--- src/rtl/des_round_engine.sv ---
`default_nettype none
// ============================================================================
// Module      : des_round_engine
// Description : Iterative DES Feistel core. Runs the 16 DES rounds, one per
//               clock, on a block that has already been through the initial
//               permutation, and emits the swapped preoutput R16||L16.
//               Holds the key-schedule state (C/D rotation plus PC-2). The
//               f-function (E, S-boxes, P) lives in an external
//               combinational des_f block reached through the f_* ports.
// Ports       :
//   clk           rising-edge clock
//   rst           asynchronous active-high reset
//   i_in_valid    block/key/mode valid (taken only while idle)
//   o_in_ready    engine idle and able to accept
//   i_block_in    [0:63] IP-permuted block, L0=[0:31], R0=[32:63]
//   i_key_cd      [0:55] PC-1-permuted key, C0=[0:27], D0=[28:55]
//   i_decrypt     0=encrypt, 1=decrypt, sampled on accept
//   o_f_r         current R to des_f
//   o_f_k         current round subkey to des_f
//   i_f_out       des_f(o_f_r, o_f_k), same cycle
//   o_out_valid   preoutput valid
//   i_out_ready   downstream accepts preoutput
//   o_preoutput   [0:63] = R16||L16
//   Bit 0 is the MSB on every bus (DES bit 1 -> index 0).
// Revision    : 1.0 - initial release
// ============================================================================
module des_round_engine (
  input  logic        clk,
  input  logic        rst,
  input  logic        i_in_valid,
  output logic        o_in_ready,
  input  logic [0:63] i_block_in,
  input  logic [0:55] i_key_cd,
  input  logic        i_decrypt,
  output logic [0:31] o_f_r,
  output logic [0:47] o_f_k,
  input  logic [0:31] i_f_out,
  output logic        o_out_valid,
  input  logic        i_out_ready,
  output logic [0:63] o_preoutput
);

  typedef enum logic [1:0] {
    ST_IDLE = 2'd0,
    ST_RUN  = 2'd1,
    ST_DONE = 2'd2
  } state_t;

  // PC-2 selection table, 1-based positions into C||D.
  localparam logic [5:0] c_PC2 [0:47] = '{
    6'd14, 6'd17, 6'd11, 6'd24, 6'd1,  6'd5,
    6'd3,  6'd28, 6'd15, 6'd6,  6'd21, 6'd10,
    6'd23, 6'd19, 6'd12, 6'd4,  6'd26, 6'd8,
    6'd16, 6'd7,  6'd27, 6'd20, 6'd13, 6'd2,
    6'd41, 6'd52, 6'd31, 6'd37, 6'd47, 6'd55,
    6'd30, 6'd40, 6'd51, 6'd45, 6'd33, 6'd48,
    6'd44, 6'd49, 6'd39, 6'd56, 6'd34, 6'd53,
    6'd46, 6'd42, 6'd50, 6'd36, 6'd29, 6'd32
  };

  state_t      r_state;
  state_t      w_state_nxt;
  logic [3:0]  r_rnd;
  logic        r_dec;
  logic [0:31] r_l;
  logic [0:31] r_r;
  logic [0:27] r_c;
  logic [0:27] r_d;
  logic [0:63] r_preout;

  logic [1:0]  w_amt;
  logic [0:27] w_c_nxt;
  logic [0:27] w_d_nxt;
  logic [0:31] w_r_nxt;

  // Per-round rotation amount. Decryption walks the encrypt schedule
  // backwards: C0/D0 already equal C16/D16 (total rotation is 28), so the
  // first decrypt round uses them unrotated and later rounds rotate right.
  function automatic logic [1:0] f_shift(input logic [3:0] rnd, input logic dec);
    logic [1:0] amt;
    if (rnd == 4'd0 || rnd == 4'd1 || rnd == 4'd8 || rnd == 4'd15)
      amt = 2'd1;
    else
      amt = 2'd2;
    if (dec && rnd == 4'd0)
      amt = 2'd0;
    return amt;
  endfunction

  // 28-bit rotate; "left" moves bits toward index 0 (the MSB).
  function automatic logic [0:27] f_rot28(input logic [0:27] x, input logic [1:0] amt,
                                          input logic right);
    logic [0:27] y;
    case (amt)
      2'd1:    y = right ? {x[27], x[0:26]} : {x[1:27], x[0]};
      2'd2:    y = right ? {x[26:27], x[0:25]} : {x[2:27], x[0:1]};
      default: y = x;
    endcase
    return y;
  endfunction

  function automatic logic [0:47] f_pc2(input logic [0:55] cd);
    logic [0:47] k;
    k = '0;
    for (int i = 0; i < 48; i++)
      k[i] = cd[int'(c_PC2[i]) - 1];
    return k;
  endfunction

  // Key schedule: outside RUN the rotation is zero so f_k shows PC2(C,D).
  always_comb begin
    w_amt   = (r_state == ST_RUN) ? f_shift(r_rnd, r_dec) : 2'd0;
    w_c_nxt = f_rot28(r_c, w_amt, r_dec);
    w_d_nxt = f_rot28(r_d, w_amt, r_dec);
    w_r_nxt = r_l ^ i_f_out;
  end

  assign o_f_k       = f_pc2({w_c_nxt, w_d_nxt});
  assign o_f_r       = r_r;
  assign o_preoutput = r_preout;

  // State register.
  always_ff @(posedge clk or posedge rst) begin
    if (rst)
      r_state <= ST_IDLE;
    else
      r_state <= w_state_nxt;
  end

  // Next state and handshake outputs.
  always_comb begin
    w_state_nxt = r_state;
    o_in_ready  = 1'b0;
    o_out_valid = 1'b0;
    case (r_state)
      ST_IDLE: begin
        o_in_ready = 1'b1;
        if (i_in_valid)
          w_state_nxt = ST_RUN;
      end
      ST_RUN: begin
        if (r_rnd == 4'd15)
          w_state_nxt = ST_DONE;
      end
      ST_DONE: begin
        o_out_valid = 1'b1;
        if (i_out_ready)
          w_state_nxt = ST_IDLE;
      end
      default: w_state_nxt = ST_IDLE;
    endcase
  end

  // Datapath: load on accept, one Feistel round per RUN cycle.
  always_ff @(posedge clk or posedge rst) begin
    if (rst) begin
      r_rnd    <= 4'd0;
      r_dec    <= 1'b0;
      r_l      <= '0;
      r_r      <= '0;
      r_c      <= '0;
      r_d      <= '0;
      r_preout <= '0;
    end else begin
      case (r_state)
        ST_IDLE: begin
          if (i_in_valid) begin
            r_l   <= i_block_in[0:31];
            r_r   <= i_block_in[32:63];
            r_c   <= i_key_cd[0:27];
            r_d   <= i_key_cd[28:55];
            r_dec <= i_decrypt;
            r_rnd <= 4'd0;
          end
        end
        ST_RUN: begin
          r_l   <= r_r;
          r_r   <= w_r_nxt;
          r_c   <= w_c_nxt;
          r_d   <= w_d_nxt;
          r_rnd <= r_rnd + 4'd1;
          // Final swap: preoutput is R16||L16.
          if (r_rnd == 4'd15)
            r_preout <= {w_r_nxt, r_r};
        end
        default: ;
      endcase
    end
  end

endmodule
`default_nettype wire

--- config.mk ---
export PLATFORM = sky130hd
export DESIGN_NAME = des_round_engine
export DESIGN_NICKNAME = d
export VERILOG_FILES = /design/src/rtl/des_round_engine.sv
export SDC_FILE = /design/constraint.sdc
export NUM_CORES = 1
export LEC_CHECK = 0
export ABC_AREA = 1
export CORE_MARGIN = 3
export CORE_UTILIZATION = 40
export DETAILED_ROUTE_END_ITERATION = 7
export HOLD_SLACK_MARGIN = 0.03
export PLACE_DENSITY = 0.68
export REMOVE_ABC_BUFFERS = 1
export SYNTH_ARGS = -nofsm -noshare
export SYNTH_HDL_FRONTEND = slang
export SYNTH_SLANG_ARGS = --single-unit
--- constraint.sdc ---
create_clock -name clk -period 9 [get_ports clk]
set_clock_uncertainty 0.05 [all_clocks]
set_input_delay 2.7 -clock clk [delete_from_list [all_inputs] [get_ports clk]]
set_output_delay 2.7 -clock clk [all_outputs]
set_load 0.005 [all_outputs]
# After elaboration in Yosys (flattened, before gate mapping)
# Index checks and enable logic that the tools add are counted.
# Widths: inputs -> output; s select.
# op_classes
add_sub_neg	1
muxes	25
n_eq_ne	11
n_reduce_logical	12
n_bitwise	1
# op_table
cell	count
$pmux 28 s2	4
$mux 28	6
$pmux 32 s2	2
$mux 32	2
$xor 32x32->32	1
$mux 2	6
$eq 4x4->1 const B	2
$pmux 4 s2	1
$pmux 2 s3	1
$reduce_and 2->1	3
$reduce_and 3->1	2
$add 4x1->4 const B	1
$eq 2x1->1 const B	2
$eq 2x2->1 const B	2
$eq 4x1->1 const B	1
$logic_not 4->1	1
$mux 4	1
$ne 2x2->1 const B	2
$logic_or 1x1->1	3
$ne 3x1->1 const B	1
$logic_not 2->1	1
$mux 1	2
$ne 2x1->1 const B	1
$reduce_bool 2->1	1
$logic_and 1x1->1	1
# totals
ff_bits	191
elab_cells	60

# Longest topological paths before layout
# depth
word_depth	10
ltp_mapped	18
mapped_depth_nobuf	15

# Worst setup path after synthesis
# Ideal clock, no wire load.
# synth_path
path_kind	register to output
start	reg r_state[0]
end	out o_f_k[24] (netlist bit)
slack_ns	4.016
arrival_ns	2.234
path_stages_with_launch	16
path_cell_list	dfrtp_1 > buf_4 > nand2_2 > buf_6 > inv_2 > buf_6 > buf_6 > o31ai_1 > nor2_1 > ha_1 > clkbuf_1 > inv_1 > buf_2 > buf_1 > nand2_1 > nand2_1
# synth_between
elab_chain_cells	4
# synth_rtl
item	line_no	source
start: declaration	61	state_t r_state;
start signal: assignment	127	r_state <= w_state_nxt;
$eq 2x1->1 (*)	112	w_amt = (r_state == ST_RUN) ? f_shift(r_rnd, r_dec) : 2'd0;
$mux 2 (*)	112	
$eq 2x2->1 / $eq 2x1->1 (equally long branches)	94	case (amt)
$pmux 28 s2 (*)	94	
end: declaration	36	output logic [0:47] o_f_k,
# Every way passes the cells marked *; elsewhere a longest branch is shown, timed or not.

# Final worst setup path
# layout_path
start	reg r_dec
end	out o_f_k[44] (netlist bit)
# layout_between
elab_chain_cells	5
# layout_rtl
item	line_no	source
start: declaration	64	logic r_dec;
start signal: assignment	172	r_dec <= i_decrypt;
$logic_and 1x1->1	85	if (dec && rnd == 4'd0)
$mux 2	85	
$mux 2	112	
$eq 2x2->1 / $eq 2x1->1 (equally long branches)	94	
$pmux 28 s2 (*)	94	
# Marks and branches as above.

==> results by group <==
Routing
  – Via/cell ratio: 5.164
  – Detailed Route WL: 36,480 µm
  – Routed len/inst: 16.69 µm
  – Residual DRC: 0
  – Drt initial violations: 879
  – Antenna Nets Post-Route: 0
  – Vias post-DR: 11,289
  – Router iterations before antenna repair: 5

Run status
  – Outcome: completed

Clock network
  – Num CTS Buffers: 17
  – Hold buffers post-CTS: 0
  – CTS H-tree depth: 4
  – CTS tree: built
  – Clk pin slew, worst setup/hold paths: 0.08 ns
  – Post-CTS Setup Bufs: 0
  – Clk_lat worst skew: 0.43 ns
  – Clock buffer depth: 2
  – Cts repair resizes: 0
  – Root Driver: clkbuf_16
  – Clk sink count: 191

Min path
  – Min-delay worst type: reg2reg
  – Hold Path Depth: 2

Place
  – Port Buffers: 302
  – Post-place instance area: 14,010 µm²
  – Pre-CTS WS: 2.171 ns
  – GPL Wtd Cong: 0.8872
  – Post-DP HPWL: 24,670 µm

Power
  – Total Power: 6912 µW
  – Cell Pwr Density: 473.2 nW/µm²
  – LEAKAGE: 0.007242 µW
  – Worst VDD drop: 0.0003292 V

STA
  – Setup violators final: 0
  – F_max: 0.1371 GHz
  – Final Worst Setup Slack: 1.704 ns
  – Fin. max-slew vios: 0
  – Worst hold slack: 0.4215 ns
  – Slew @ Worst Pin: 1.136 ns
  – Final worst path period share: 81.07%
  – Final hold vios: 0
  – Relative slew slack: 24.27%
  – Setup TNS: 0 ns
  – Fin crit period: 7.296 ns
  – RSZ-0062 raised after global routing: false

Synth
  – Post-synth EDFFs: 0
  – Average size of a mapped cell: 6.827 µm²
  – Yosys top cell by area: dfrtp_1
  – Synth area leaders: dfrtp_1 (44%), nand2_1 (24%), nand3_1 (8.8%), nor2_1 (5.4%), o21ai_0 (3.5%)
  – Post-synth top cells: nand2_1 (694), nand3_1 (193), dfrtp_1 (191), nor2_1 (157)
  – Register area share after synthesis: 43.56%
  – Post-synthesis cell area: 10,970 µm²
  – Most used DFF post-synth: dfrtp_1
  – Post-synth ARST share: 100.0%
  – Post-Syn Instances: 1,607
  – #FFs+latches synth: 191
  – Cell with the most instances after synthesis: nand2_1
  – Top cell type's share of synthesized area: 43.56%
  – Synth warnings: 0
  – Yosys cell types: 23

Global route
  – Global-route wire length before repair: 57,660 µm
  – Gr usage total: 24.58%
  – Antenna violations before repair: 2
  – Grt met3 use: 9.584%
  – Total gr overflow: 0
  – Largest net degree at the start of global routing: 99
  – Met2 Usage GRT: 40.45%
  – Vias in the first global route: 11,054
  – Grt peak-use layer: met2
  – Met1 usage: 30.73%

Critical path
  – CP arrival: 4.55 ns
  – Critical path depth: 10
  – Crit-path max cell delay: 1.03 ns
  – Worst path cell trace: clkinv_1 -> buf_4 -> o31ai_1 -> nor2_1 -> ha_2 -> inv_1 -> buf_4 -> nand2_1 -> nand2_1 -> clkdlybuf4s50_1
  – Worst setup EP type: output port
  – WS Path Type: reg2out
  – Startpoint Class: register
  – Crit path buffers/inverters: 5
  – Reg2reg setup slack: 4.96 ns
  – Crit path max-delay family: buffers and inverters
  – CP Data Required Time: 6.25 ns
  – Reg2Reg Depth: 11
  – Slowest-stage cell, CP: dfrtp_2
  – Critical Path Fanout Max: 58

Die
  – Core box area: 26,500 µm²
  – Die height: 171.6 µm
  – Number of core rows: 59
  – Num ports: 303
  – Die width: 171.6 µm
  – Die area: 29,450 µm²
  – Initial core utilization: 41.40%

Cells and area
  – Share of layout cells above drive strength 1: 3.135%
  – Design area: 14,610 µm²
  – Final nets: 2,000
  – Area Overhead vs Synth: 33.13%
  – Layout fillers: 2,596

Flow run
  – Max Cap Viol: 0
==> metrics by stage <==
step                      utilization [%]  std cells
after global placement              52.87       2154
after floorplan                         -       1507
after global routing                55.11       2185
final                               55.12       2186
after CTS                           55.11       2185
after detailed placement            52.87       2154
==> report_power, final <==
part	leakage (µW)	internal (µW)	switching [µW]	total, µW
Sequential	0.00230	1320	339	1660
Clock	0.000288	376	388	764
Combinational	0.00466	1960	2520	4490
Total	0.00724	3660	3250	6910
==> tightest hold or removal path: stages (launching register included) <==
cell and delay [ns]:
dfrtp_1 0.35, nand2_1 0.05, nand2_1 0.04
==> cell type report <==
cell class	count	area, µm²	share of cell area [%]
Tap cell	335	419.2	2.870
Multi-Input combinational cell	1233	5389	36.89
Sequential cell	191	4782	32.74
Clock buffer	17	425.4	2.912
Inverter	83	322.8	2.210
Timing Repair Buffer	312	3098	21.21
Antenna cell	1	2.502	0.01713
Clock inverter	14	167.7	1.148
==> state kept, by name, summed over array words and instances, names as in the netlist <==
register / count
r_state: 2
o_f_r: 32
r_d: 28
r_rnd: 4
r_l: 32
r_dec: 1
r_c: 28
o_preoutput: 64
==> layer usage <==
layer | up-vias | wire length (µm)
met4 | 4 | 625
li1 | 5522 | -
met2 | 421 | 16880
met1 | 5290 | 15230
met3 | 52 | 3725
met5 | - | 27
==> cell usage in the layout (no fill, tap or decap) <==
master	n
nor2_1	157
nand2_4	1
o21a_1	30
clkdlybuf4s50_1	302
clkinv_2	1
nand2_1	694
inv_8	4
inv_12	1
clkinv_4	3
ha_2	2
ha_1	3
o21ai_0	77
o22ai_1	1
dfrtp_2	2
xor2_1	31
a22oi_1	8
clkinv_8	4
clkbuf_16	17
inv_2	4
inv_4	1
o21ai_1	25
buf_4	10
a21oi_1	4
o31ai_1	2
dfrtp_1	189
inv_6	3
nor2_4	2
nand2_2	3
inv_1	75
clkinv_1	1
diode_2	1
nand3_1	193
==> logic make-up (layout without fill, tap and decap cells) <==
group / count (synthesis) / in the layout / synth area share [%]
buffers and inverters: 183 / 426 / 7.367
XOR/XNOR: 31 / 31 / 2.475
AO/OA/AOI/OAI: 147 / 147 / 7.629
other: 0 / 1 / 0
adder cells (fa/ha/maj): 5 / 5 / 0.5702
AND/OR/NAND/NOR: 1050 / 1050 / 38.40
flip-flops: 191 / 191 / 43.56
==> final timing paths <==
check | from | to
min | o_preoutput[1]$_DFFE_PP0P_ | o_preoutput[1]$_DFFE_PP0P_
max | r_dec$_DFFE_PP0P_ | o_f_k[44]
max reg2reg | r_dec$_DFFE_PP0P_ | r_c[11]$_DFFE_PP0P_
min reg2reg | o_preoutput[1]$_DFFE_PP0P_ | o_preoutput[1]$_DFFE_PP0P_
min in group asynchronous | rst | r_d[2]$_DFFE_PP0P_
max in group asynchronous | rst | r_state[0]$_DFFE_PP0P_
Note: power is estimated with default switching activity, not from simulation.
